`src/rtl/vslc_sevenseg_pkg.sv`:
```
// Shared types and hex font for the VSLC dual seven-segment display stage.
package vslc_sevenseg_pkg;

   typedef enum logic [1:0] {
      SHOW_LO  = 2'd0,
      BLANK_LO = 2'd1,
      SHOW_HI  = 2'd2,
      BLANK_HI = 2'd3
   } disp_state_t;

   // gfedcba, active-high; entry [n] is the glyph for nibble n
   localparam logic [15:0][6:0] HEX_FONT = {
      7'h71, 7'h79, 7'h5E, 7'h39,
      7'h7C, 7'h77, 7'h6F, 7'h7F,
      7'h07, 7'h7D, 7'h6D, 7'h66,
      7'h4F, 7'h5B, 7'h06, 7'h3F
   };

   function automatic logic is_show(input disp_state_t s);
      return (s == SHOW_LO) || (s == SHOW_HI);
   endfunction

endpackage

```
`src/rtl/vslc_hex_to_seg.sv`:
```
// Nibble to gfedcba glyph decoder, active-high, no polarity handling.
module vslc_hex_to_seg
   import vslc_sevenseg_pkg::*;
(
   input  logic [3:0] nibble,
   output logic [6:0] glyph
);

   assign glyph = HEX_FONT[nibble];

endmodule

```
`src/rtl/vslc_sevenseg_mux.sv`:
```
// Two-digit multiplexed seven-segment driver with frame-aligned
// double buffering and optional leading-zero suppression.
module vslc_sevenseg_mux
   import vslc_sevenseg_pkg::*;
#(
   parameter int CLK_DIV        = 6000,
   parameter int BLANK_CYCLES   = 64,
   parameter int SEG_ACTIVE_LOW = 1,
   parameter int EN_ACTIVE_LOW  = 0
) (
   input  logic       CLK,
   input  logic       rst,
   input  logic [7:0] value,
   input  logic [1:0] dp_in,
   input  logic       load,
   input  logic       blank_lz,
   output logic [6:0] seg,
   output logic       dp,
   output logic [1:0] en,
   output logic       frame
);

   localparam int MAXC = (CLK_DIV > BLANK_CYCLES) ? CLK_DIV : BLANK_CYCLES;
   localparam int CW   = (MAXC > 1) ? $clog2(MAXC) : 1;

   localparam logic [CW-1:0] SHOW_TC  = CW'(CLK_DIV - 1);
   localparam logic [CW-1:0] BLANK_TC = CW'(BLANK_CYCLES - 1);

   localparam logic SEG_INV = (SEG_ACTIVE_LOW != 0);
   localparam logic EN_INV  = (EN_ACTIVE_LOW != 0);

   localparam logic [6:0] SEG_DARK = {7{SEG_INV}};
   localparam logic       DP_DARK  = SEG_INV;
   localparam logic [1:0] EN_DARK  = {2{EN_INV}};

   disp_state_t   state;
   disp_state_t   nxt_state;
   logic [CW-1:0] cnt;
   logic          last;
   logic          boundary;

   logic [7:0] pend_val;
   logic [1:0] pend_dp;
   logic [7:0] disp_val;
   logic [1:0] disp_dp;
   logic [7:0] nxt_val;
   logic [1:0] nxt_dp;

   logic [6:0] glyph_lo;
   logic [6:0] glyph_hi;
   logic [6:0] seg_raw;
   logic       dp_raw;
   logic [1:0] en_raw;

   assign last     = is_show(state) ? (cnt == SHOW_TC) : (cnt == BLANK_TC);
   assign boundary = (state == BLANK_HI) && last;

   // outputs are computed from the post-edge display so the new value
   // appears on the very edge it is latched
   assign nxt_val = boundary ? pend_val : disp_val;
   assign nxt_dp  = boundary ? pend_dp  : disp_dp;

   always_comb begin
      nxt_state = state;
      if (last) begin
         unique case (state)
            SHOW_LO:  nxt_state = BLANK_LO;
            BLANK_LO: nxt_state = SHOW_HI;
            SHOW_HI:  nxt_state = BLANK_HI;
            BLANK_HI: nxt_state = SHOW_LO;
            default:  nxt_state = BLANK_HI;
         endcase
      end
   end

   vslc_hex_to_seg u_dec_lo (
      .nibble (nxt_val[3:0]),
      .glyph  (glyph_lo)
   );

   vslc_hex_to_seg u_dec_hi (
      .nibble (nxt_val[7:4]),
      .glyph  (glyph_hi)
   );

   always_comb begin
      seg_raw = 7'h00;
      dp_raw  = 1'b0;
      en_raw  = 2'b00;
      unique case (nxt_state)
         SHOW_LO: begin
            en_raw  = 2'b01;
            seg_raw = glyph_lo;
            dp_raw  = nxt_dp[0];
         end
         SHOW_HI: begin
            if (!(blank_lz && (nxt_val[7:4] == 4'h0) && !nxt_dp[1])) begin
               en_raw  = 2'b10;
               seg_raw = glyph_hi;
               dp_raw  = nxt_dp[1];
            end
         end
         default: begin
            en_raw  = 2'b00;
         end
      endcase
   end

   always_ff @(posedge CLK or posedge rst) begin
      if (rst) begin
         state    <= BLANK_HI;
         cnt      <= '0;
         pend_val <= '0;
         pend_dp  <= '0;
         disp_val <= '0;
         disp_dp  <= '0;
         seg      <= SEG_DARK;
         dp       <= DP_DARK;
         en       <= EN_DARK;
         frame    <= 1'b0;
      end else begin
         state <= nxt_state;
         cnt   <= last ? '0 : cnt + CW'(1);
         if (load) begin
            pend_val <= value;
            pend_dp  <= dp_in;
         end
         if (boundary) begin
            disp_val <= pend_val;
            disp_dp  <= pend_dp;
         end
         seg   <= seg_raw ^ {7{SEG_INV}};
         dp    <= dp_raw ^ SEG_INV;
         en    <= en_raw ^ {2{EN_INV}};
         frame <= boundary;
      end
   end

endmodule

```
`config.mk`:
```
export PLATFORM = sky130hd
export DESIGN_NAME = vslc_sevenseg_mux
export DESIGN_NICKNAME = d
export VERILOG_FILES = /design/src/rtl/vslc_sevenseg_pkg.sv /design/src/rtl/vslc_hex_to_seg.sv /design/src/rtl/vslc_sevenseg_mux.sv
export SDC_FILE = /design/constraint.sdc
export NUM_CORES = 1
export LEC_CHECK = 0
export BUFFER_PORTS_ARGS = -buffer_cell sky130_fd_sc_hd__buf_4
export CORE_MARGIN = 1.5
export CORE_UTILIZATION = 40
export DETAILED_ROUTE_END_ITERATION = 10
export GPL_TIMING_DRIVEN = 0
export PLACE_DENSITY = 0.54
export SLEW_MARGIN = 5
export SYNTH_ARGS = -nofsm -noshare
export SYNTH_HDL_FRONTEND = slang
export SYNTH_SLANG_ARGS = --single-unit
```
`constraint.sdc`:
```
create_clock -name CLK -period 4.92 [get_ports CLK]
set_clock_uncertainty 0.15 [all_clocks]
set_input_delay 0.738 -clock CLK [delete_from_list [all_inputs] [get_ports CLK]]
set_output_delay 0.738 -clock CLK [all_outputs]
set_load 0.05 [all_outputs]
```
==> qor.csv <==
metric,value,unit
r2r worst-path depth,10,
row count,29,
"Core Util, Final",0.474,
Sequential cell area,0.00116,sq mm
Remaining DRCs,0,
top cell type's share of synthesized area,0.342,
Post-synth EDFFs,0,
vias,1988,
filler cell count,612,
outcome,completed,
Max-slew headroom,0.609,
Yosys reg bits,46,
initial DRC count,117,
CP Capture Type,flip-flop,
CTS tree,built,
Clock Latency Late Sink,0.30,ns
Clock transition at path regs,0.08,ns
max-cap check violation count,0,
"FFs w/ async S/R, synth",1.00,
io pins,25,
Num CTS Buffers,5,
post-route worst setup slack,1.43,ns
antenna fix cells,0,
die height,84.1,microns
Combinational Power Share,0.060,
slowest CP cell,or4b_1,
vias in the first global route,1919,
hold buffers post-CTS,0,
syn_area_per_cell,9.90,sq um
PostCTS Resize Cnt,0,
final hold vios,0,
setup violators final,0,
Max stage delay on crit path,0.57,ns
Int Pwr,0.505,mW
design area,0.00301,sq mm
gr ovfl total,0,
Mapped Cells,266,
slack of the worst reg-to-reg path,1.43,ns
Fmax,286,MHz
largest net degree at the start of global routing,27,
YS warnings,0,
unrepaired setup endpoints after global routing,no,
Die ar.,0.00708,sq mm
H-Tree Depth,2,
layout cells sized above 1,0.217,
Total GRT Usage,0.173,
PwrDens,219,mW/mm^2
initial antenna violation count,0,
mapped cell area,0.00263,sq mm
Crit Path Category,flip-flop to flip-flop,
Final #Nets,322,
"Arr. time, crit path",3.54,ns
area grow syn2layout,14.3,%
Place WS,1.45,ns
Buffers on Ports,24,
syn nets,290,
post-CTS setup buffer count,0,
WL per Instance,14.7,microns
CP max FO,10,
CP required,4.97,ns
minimum clock period,3.49,ns
sequential share of power,0.600,
Netlist cell types,57,
maximum vdd drop,0.175,mV
Clk network pwr share,0.340,
critical-path cell list,"or4b_1, nor4_4, o211ai_4, buf_2, clkbuf_1, o21ai_0, ha_1, inv_1, a2111o_1, a32oi_1",
CP startpoint kind,flip-flop,
root buf cell,clkbuf_8,
Sw Share,0.233,
worst slew pin tran,0.587,ns
DRT Pass-1 Iters,4,
Reg2Reg Launch Point,cnt[10]$_DFF_PP0_,
sequential element share of the synthesized area,0.442,
CTS Sinks,46,
Synth area leaders,"dfrtp_1 34%, dfstp_2 10%, ha_1 4.8%",
global placement routability congestion,0.891,
Via density,5.29,
Routed Antenna Nets,0,
HP Class,input port to async pin,
# placed instances,368,
fin crit share,0.710,
starting density of the core,0.415,
net switching power,0.153,mW
half-perimeter wire length after placement,4250,microns
worst-case clock buffer depth,2,
hold_ws,0.309,ns
largest area contributor in the netlist,dfrtp_1,
top-count cell post-synth,dfrtp_1,
total wire length,5540,microns
area taken by multi-input logic gates,0.00136,sq mm
Final Instance Count excl. Fillers,376,
max-slew violation count,0,
most common library cells after synthesis,"36 x dfrtp_1, 30 x nand2_1, 21 x nor2_1, 17 x inv_1",
placed standard-cell area,0.00293,sq mm
first-pass GRT wire length,9650,microns
die width,84.1,microns
ys flop type,dfrtp_1,
P_leak,1.35,nW
post-route setup TNS,0,ns
reg2reg end,seg[5]$_DFF_PP1_,
total power draw,0.659,mW
core area,0.00635,sq mm
## critical path: cells and delay by family, from the launching register on
kind                       cells  cell delay [ns]
adders and majority gates      1             0.26
and+or+nand+nor                2             0.85
AOI/OAI and AO/OA              4             1.15
DFF                            1             0.41
buffers and inverters          3             0.57
## cells by family (layout without fill, tap and decap cells)
kind of cell	count (synthesis)	after routing	share of synthesized area
and+or+nand+nor	91	91	0.174
xor gates and xnor gates	11	11	0.0366
AOI/OAI and AO/OA	56	56	0.155
buffers and inverters	30	63	0.0437
DFF	46	46	0.442
adders and majority gates	10	10	0.0475
muxes	22	22	0.101
## layout by cell type (no fill, tap or decap), types with 3 or more instances in the layout
master / Yosys / routed
a21oi_1: 8 / 8
a22oi_1: 3 / 3
a31oi_1: 5 / 5
and2_1: 4 / 4
buf_4: 0 / 24
clkbuf_1: 6 / 9
clkbuf_8: 0 / 5
dfrtp_1: 36 / 36
dfstp_2: 10 / 10
ha_1: 10 / 10
inv_1: 17 / 16
inv_2: 4 / 5
mux2_2: 8 / 8
mux2i_1: 8 / 8
nand2_1: 30 / 30
nand3_1: 9 / 9
nand4_1: 3 / 3
nor2_1: 21 / 21
nor3_1: 9 / 9
o211ai_1: 5 / 5
o21ai_0: 10 / 10
o21ai_1: 4 / 4
xnor2_1: 4 / 4
xor2_1: 7 / 7
## state kept, by name, indices dropped and copies added (netlist names)
register / flops
seg: 7
state: 2
dp: 1
cnt: 13
en: 2
pend_dp: 2
pend_val: 8
frame: 1
disp_dp: 2
disp_val: 8
## area by class of cell
| type | instances | area share |
|---|---|---|
| plain buffers | 9 | 0.0121 |
| clock buffers | 8 | 0.0266 |
| inverters | 21 | 0.0262 |
| multi-input cells | 190 | 0.450 |
| flip-flops and latches | 46 | 0.387 |
| well taps | 77 | 0.0320 |
| repair buffers | 25 | 0.0665 |
## how the worst max path moves through the flow
stage	from	endpoint	slack, ns	cells past startpoint
final	cnt[10]$_DFF_PP0_	seg[5]$_DFF_PP1_	1.43	10
after global routing	cnt[10]$_DFF_PP0_	seg[5]$_DFF_PP1_	1.18	10
after CTS	cnt[10]$_DFF_PP0_	seg[5]$_DFF_PP1_	1.43	10
after detailed placement	cnt[10]$_DFF_PP0_	seg[5]$_DFF_PP1_	1.45	10
after global placement	cnt[10]$_DFF_PP0_	seg[5]$_DFF_PP1_	1.42	10
after floorplan	cnt[10]$_DFF_PP0_	seg[5]$_DFF_PP1_	1.89	10
## routing by layer
metal / part of all wire / GRT usage / vias to the layer above
met5: 0 / 0 / -
met4: 0.013 / 0.0537 / 0
met3: 0.061 / 0.0305 / 7
met2: 0.40 / 0.231 / 59
met1: 0.53 / 0.281 / 917
li1: - / - / 1005
## power groups by stage
stage / Clock [mW] / Combinational [mW] / Sequential, mW
floorplan: 0 / 0.0244 / 0.399
global placement: 0 / 0.0380 / 0.402
detailed placement: 0 / 0.0408 / 0.402
CTS: 0.236 / 0.0408 / 0.395
global route: 0.251 / 0.0453 / 0.397
finish: 0.224 / 0.0396 / 0.395
Note: power is estimated with default switching activity, not from simulation.
